**config.mk**
```make
export PLATFORM = sky130hd
export DESIGN_NAME = cram_loader
export DESIGN_NICKNAME = d
export VERILOG_FILES = /design/src/rtl/cram_loader.sv
export SDC_FILE = /design/constraint.sdc
export NUM_CORES = 1
export LEC_CHECK = 0
export CORE_MARGIN = 2
export CORE_UTILIZATION = 55
export DETAILED_ROUTE_END_ITERATION = 6
export GPL_ROUTABILITY_DRIVEN = 0
export GPL_TIMING_DRIVEN = 1
export PLACE_DENSITY_LB_ADDON = 0.25
export RECOVER_POWER = 25
export SYNTH_ARGS = -nofsm -noshare
export SYNTH_HDL_FRONTEND = slang
export SYNTH_SLANG_ARGS = --single-unit
export TNS_END_PERCENT = 1
```
**constraint.sdc**
```tcl
create_clock -name clk -period 4.3 [get_ports clk]
set_input_delay 0.645 -clock clk [delete_from_list [all_inputs] [get_ports clk]]
set_output_delay 0.645 -clock clk [all_outputs]
set_load 0.01 [all_outputs]
```
**src/rtl/cram_loader.sv**
```systemverilog
// cram_loader: serial CRAM chain writer with readback capture.
// Host words in, LSB-first bits out to the chain head.
//
// Ports:
//   clk, rst          clock, synchronous active-high reset
//   start, rb_en      begin a full chain load, readback mode
//   word_in/valid/ready     host configuration word stream
//   config_data_out/en      serial bit and shift enable to chain
//   config_data_in          serial bit from the chain tail
//   rb_word/valid/ready     readback word stream to host
//   busy, done        load in progress, completion pulse
module cram_loader #(
  parameter int WORD_WIDTH   = 32,
  parameter int CHAIN_LENGTH = 1024,
  parameter int CNT_WIDTH    = $clog2(CHAIN_LENGTH + 1)
) (
  input  logic                  clk,
  input  logic                  rst,
  input  logic                  start,
  input  logic                  rb_en,
  input  logic [WORD_WIDTH-1:0] word_in,
  input  logic                  word_valid,
  output logic                  word_ready,
  output logic                  config_data_out,
  output logic                  config_en,
  input  logic                  config_data_in,
  output logic [WORD_WIDTH-1:0] rb_word,
  output logic                  rb_valid,
  input  logic                  rb_ready,
  output logic                  busy,
  output logic                  done
);

  localparam int IW = $clog2(WORD_WIDTH + 1);
  localparam int MW = (CNT_WIDTH > IW) ? CNT_WIDTH : IW;
  localparam logic [MW-1:0] WW_M = MW'(WORD_WIDTH);

  typedef enum logic [2:0] {
    IDLE, LOAD, SHIFT, RBWAIT, DONE
  } state_t;

  state_t                state;
  logic                  rb_mode;
  logic [CNT_WIDTH-1:0]  remaining;
  logic [IW-1:0]         left;
  logic [IW-1:0]         take;
  logic [MW-1:0]         rem_m;
  logic [WORD_WIDTH-1:0] shreg;
  logic [WORD_WIDTH-1:0] rb_mask;
  logic [WORD_WIDTH-1:0] rb_reg;

  // Bits to shift for the next word: min(WORD_WIDTH, remaining).
  // Compared at a common width so tiny chains do not truncate.
  always_comb begin
    rem_m = MW'(remaining);
    take  = (rem_m < WW_M) ? IW'(rem_m) : IW'(WW_M);
  end

  assign word_ready      = (state == LOAD);
  assign config_en       = (state == SHIFT);
  assign config_data_out = config_en & shreg[0];
  assign rb_valid        = (state == RBWAIT);
  assign busy            = (state != IDLE);
  assign done            = (state == DONE);
  assign rb_word         = rb_reg;

  always_ff @(posedge clk) begin
    if (rst) begin
      state     <= IDLE;
      rb_mode   <= 1'b0;
      remaining <= '0;
      left      <= '0;
      shreg     <= '0;
      rb_mask   <= '0;
      rb_reg    <= '0;
    end else begin
      unique case (state)
        IDLE: begin
          if (start) begin
            rb_mode   <= rb_en;
            remaining <= CNT_WIDTH'(CHAIN_LENGTH);
            state     <= LOAD;
          end
        end
        LOAD: begin
          if (word_valid) begin
            shreg   <= word_in;
            left    <= take;
            rb_reg  <= '0;
            rb_mask <= WORD_WIDTH'(1);
            state   <= SHIFT;
          end
        end
        SHIFT: begin
          // One-hot mask steers the tail bit into its slot,
          // leaving unused high bits of a short word at 0.
          shreg   <= shreg >> 1;
          rb_reg  <= rb_reg |
                     (rb_mask & {WORD_WIDTH{config_data_in}});
          rb_mask <= rb_mask << 1;
          left    <= left - 1'b1;
          if (remaining != '0)
            remaining <= remaining - 1'b1;
          if (left == IW'(1)) begin
            if (rb_mode)
              state <= RBWAIT;
            else if (remaining == CNT_WIDTH'(1))
              state <= DONE;
            else
              state <= LOAD;
          end
        end
        RBWAIT: begin
          if (rb_ready)
            state <= (remaining == '0) ? DONE : LOAD;
        end
        DONE: state <= IDLE;
        default: state <= IDLE;
      endcase
    end
  end

endmodule

```
## After elaboration in Yosys (flattened, before gate mapping)

Index checks and enable logic that the tools add are counted.

- Add/sub/neg operators: 2
- $lt $le $gt $ge: 1
- Equality and inequality tests: 11
- Multiplexer cells: 20
- Bitwise logic cells: 3
- Reductions and logical operators: 10

Operators by type and width:

| operator | number |
|---|---|
| 32-bit one-hot mux with 2 select lines | 3 |
| 32-bit 2-to-1 mux | 3 |
| 32-bit AND | 1 |
| 32-bit bitwise OR | 1 |
| 11-bit 2-to-1 mux | 2 |
| 11-bit one-hot mux with 2 select lines | 1 |
| 3-bit 2-to-1 mux | 7 |
| 6-bit 2-to-1 mux | 2 |
| 3-bit one-hot mux with 4 select lines | 1 |
| 6-bit one-hot mux with 2 select lines | 1 |
| 11-bit by 1-bit equality test with 1-bit output (second input constant) | 1 |
| 11-bit zero test | 1 |
| 11-bit by 6-bit less-than comparator with 1-bit output (second input constant) | 1 |
| 11-bit nonzero test | 1 |
| 11-bit by 1-bit subtractor with 11-bit output (second input constant) | 1 |
| 3-bit by 2-bit equality test with 1-bit output (second input constant) | 2 |
| 6-bit by 1-bit equality test with 1-bit output (second input constant) | 1 |
| 2-bit by 1-bit inequality test with 1-bit output (second input constant) | 3 |
| 6-bit by 1-bit subtractor with 6-bit output (second input constant) | 1 |
| 2-bit inequality test (second input constant) | 2 |
| 2-bit AND reduction | 2 |
| 4-bit AND reduction | 1 |
| 2-bit nonzero test | 2 |
| 3-bit by 1-bit equality test with 1-bit output (second input constant) | 1 |
| other kinds (5) | 5 |

- Register bits: 117
- Input bits: 39
- Output and inout bits: 38
- Word-level logic and storage cells: 54

## Logic depth before layout (Yosys ltp)

- Depth in word-level cells: 5
- Gate-level depth with buffers: 8
- Gate-level depth less buffers: 6

## Worst setup path before layout

OpenSTA, ideal clock, no wires.

- Path kind: reg-to-output
- From: register state[2]
- To: output config_data_out
- Arrival: 1843 ps
- Data required time: 3655 ps
- Slack: 1812 ps
- Cell stages (with the launch flop): 8
- Path buffers: 4
- Cells stage by stage: dfxtp_1 > buf_6 > or3b_1 > buf_2 > clkinv_1 > clkbuf_1 > clkbuf_1 > and2_1

- Word-level cells in the longest chain between the ends: 2

Ends and longest elaborated chain:

| element | line | RTL |
|---|---|---|
| from (decl) | 42 | `state_t state;` |
| from (signal assigned) | 115 | `state <= (remaining == '0) ? DONE : LOAD;` |
| 3-bit by 2-bit equality test with 1-bit output | 60 | `assign config_en = (state == SHIFT);` |
| named net config_en | 25 | `output logic config_en,` |
| 1-bit AND | 61 | `assign config_data_out = config_en & shreg[0];` |
| to (decl) | 24 | `output logic config_data_out,` |

The timed path passes the listed nets, and every way through them passes these cells.

## Worst setup path in the final report

- From: register state[1]
- To: output config_data_out

- Word-level cells in the longest chain between the ends: 2

Ends and longest elaborated chain:

| element | line |
|---|---|
| 3-bit by 2-bit equality test with 1-bit output | 60 |
| 1-bit AND | 61 |

Every way passes these cells.

==> metrics.csv <==
stage;metric;value;unit
setup_path;WP data required;3650;ps
clock_network;CTS max path bufs;2;
clock_network;clock slew at reported path FFs;60;ps
power_and_ir_drop;maximum vdd ir drop;0.409;mV
drt;drt pass-1 iters;6;
drt;WL met2;5530;um
status;run status;finished, final reports clean;
cells_and_area;most common cell after layout, fill and taps aside;dfxtp_1;
setup_path;crit end category;output port;
global_routing;All-Layer GR Usage;0.258;
logic_synthesis;synth top area cells;dfxtp_1 51%, a21oi_1 8.9%, a22o_1 5.9%;
clock_network;hold_buf cts;0;
drt;Iter 0 DRT Violations;349;
power_and_ir_drop;leakage power;2.20;nW
setup_path;Arrival @ worst endpoint;2970;ps
logic_synthesis;Synth Register Bits;117;
logic_synthesis;Avg Cell Area, Syn;8.82;um2
setup_path;peak fanout along the critical path;26;
global_routing;initial antenna violation count;0;
floorplan;Die Wd;95.4;um
clock_network;Skew-Pair Late Insertion Delay;520;ps
setup_path;FF-to-FF path depth;7;
drt;WL final;11100;um
placement;Port Buf Inserts;76;
logic_synthesis;Post-synth ARST share;0;
cells_and_area;commonest cells after routing, fill and taps aside;117 x dfxtp_1, 82 x a21oi_1, 72 x nand2_1;
sta;Worst-Margin Slew;1240;ps
floorplan;Die ar.;9100;um2
global_routing;total grt overflow;0;
clock_network;clock sink count;117;
hold_path;hold path cells;2;
floorplan;Die H;95.4;um
sta;fin crit share;0.840;
setup_path;Worst setup SP type;flop;
logic_synthesis;Post-Syn Nets;565;
logic_synthesis;Seq/Total Area, Yosys;0.510;
power_and_ir_drop;sequential share of power;0.332;
cells_and_area;design area;6040;um2
setup_path;worst r2r dst;left[3];
power_and_ir_drop;Switching Share;0.335;
placement;Post-DP HPWL;6610;um
logic_synthesis;Yosys cell types;47;
global_routing;global-route wire length before repair;18300;um
sta;Period minus WS final;3610;ps
clock_network;Setup Buffers After CTS;0;
sta;RSZ-0062 raised after global routing;false;
drt;met3 routed WL;657;um
hold_path;Hold Startpoint;shreg[19];
clock_network;CTS tree;yes;
floorplan;IO Count;77;
global_routing;number of global-route vias before repair;3918;
clock_network;clock root buffer;clkbuf_8;
clock_network;post-cts sizing count;0;
logic_synthesis;Synth top area share;0.510;
setup_path;CP Class;reg2out;
hold_path;Worst Hold End;shreg[19];
sta;Slew Viols, Final;0;
logic_synthesis;Main synth FF type;dfxtp_1;
flow_run;Maximum Capacitance Violations;0;
power_and_ir_drop;Gate power share;0.277;
drt;DR top layer;met4;
drt;Final ANT Viol Nets;0;
drt;DRC errors left;0;
setup_path;Reg-to-Reg Start;state[1];
cells_and_area;layout cell share with drive strength beyond 1;0.0795;
clock_network;H-tree levels;4;
floorplan;row count;33;
logic_synthesis;Ys Warns;0;
logic_synthesis;Cells after Synth;521;
cells_and_area;fin util;0.738;
cells_and_area;fin nets;622;
sta;worst rel slew slack;0.173;
sta;worst hold slack;456;ps
drt;Avg WL per Cell;15.9;um
sta;Total Neg Setup Slack;0;ps
setup_path;Reg2Reg Setup Slack;1120;ps
cells_and_area;area grow syn2layout;31.4;%
clock_network;total CTS buffers;17;
floorplan;Starting Density;0.562;
drt;via total after detailed routing;4161;
logic_synthesis;mapped cell area;4590;um2
floorplan;Core Area;8180;um2
cells_and_area;filler instances;584;
power_and_ir_drop;Psw;1.34;mW
placement;Placed Area;5380;um2
hold_path;Hold WC Path Type;reg2reg;
sta;Hold Vio Cnt, Final;0;
power_and_ir_drop;Cell Int Power;2.65;mW
global_routing;largest net degree at the start of global routing;46;
drt;vias per cell;5.98;
logic_synthesis;EDFF count, synth;0;
sta;Max Clk Rate;277;MHz
sta;Clock Skew;5.90;ps
power_and_ir_drop;Clock Power Share;0.391;
power_and_ir_drop;power density over the cells;661;nW/um2
sta;setup violators final;0;
drt;wl on met1;4750;um
cells_and_area;Inserted Diodes;0;
logic_synthesis;Synth area leader;dfxtp_1;
stage by stage:
stage               total power, mW  std cells  worst slack (ps)
floorplan                      2.13        521              1810
global placement               2.37        664              1420
detailed placement             2.42        664              1350
CTS                            3.99        696               961
global route                   4.19        696               538
finish                         3.99        696               686
Yosys cell counts, types with 5 or more instances:
| master | count |
|---|---|
| dfxtp_1 | 117 |
| a21oi_1 | 82 |
| nand2_1 | 72 |
| clkbuf_1 | 38 |
| nand3_1 | 38 |
| a22o_1 | 31 |
| a22oi_1 | 31 |
| nor2_1 | 13 |
| inv_1 | 9 |
| nor3_1 | 8 |
| or3_1 | 8 |
| or4_1 | 8 |
| a31oi_1 | 5 |
| ha_1 | 5 |
power by group through the flow:
stage	clock network, mW	logic [mW]	registers, mW
after global routing	1.63	1.22	1.34
after detailed placement	0	1.08	1.34
final	1.56	1.11	1.32
after CTS	1.57	1.09	1.32
after floorplan	0	0.846	1.29
after global placement	0	1.04	1.33
kinds of logic (layout without fill, tap and decap cells):
| group | Yosys count | count (layout) | share of synthesized area |
|---|---|---|---|
| AOI/OAI and AO/OA | 169 | 169 | 0.241 |
| adders and majority gates | 5 | 5 | 0.0136 |
| buffers and inverters | 55 | 125 | 0.0471 |
| DFF | 117 | 117 | 0.510 |
| muxes | 2 | 2 | 0.00436 |
| and+or+nand+nor | 173 | 173 | 0.184 |
flip-flops by register name (all words and copies together), names as in the netlist:
register,count
rem_m,11
rb_word,32
left,6
rb_mask,32
state,3
shreg,32
rb_mode,1
worst max-delay path: stages, from the launching register on:
cell,delay (ps)
dfxtp_1,590
or3b_1,420
inv_1,650
and2_1,250
clkdlybuf4s50_1,540
worst max path at each step:
| stage | start | end | slack, ps | cells after the start |
|---|---|---|---|---|
| after global routing | state[1] | config_data_out | 540 | 4 |
| after global placement | word_valid | left[3] | 1420 | 7 |
| after detailed placement | word_valid | left[3] | 1350 | 7 |
| after CTS | state[1] | config_data_out | 960 | 4 |
| after floorplan | state[2] | config_data_out | 1810 | 7 |
| final | state[1] | config_data_out | 690 | 4 |
final cells by class:
class                   instances  area, um2  share of cell area
inverters                      10       37.5             0.00622
repair buffers                 83        808               0.134
multi-input cells             349       2060               0.341
flip-flops and latches        117       2340               0.388
clock buffers                  19        432              0.0715
well taps                     105        131              0.0218
clock inverters                13        229              0.0379
per-layer routing:
layer | vias to the layer above | GRT usage
li1 | 2015 | -
met1 | 1982 | 0.320
met2 | 152 | 0.429
met3 | 12 | 0.0656
met4 | 0 | 0.105
met5 | - | 0
(Power assumes the default switching activity.)
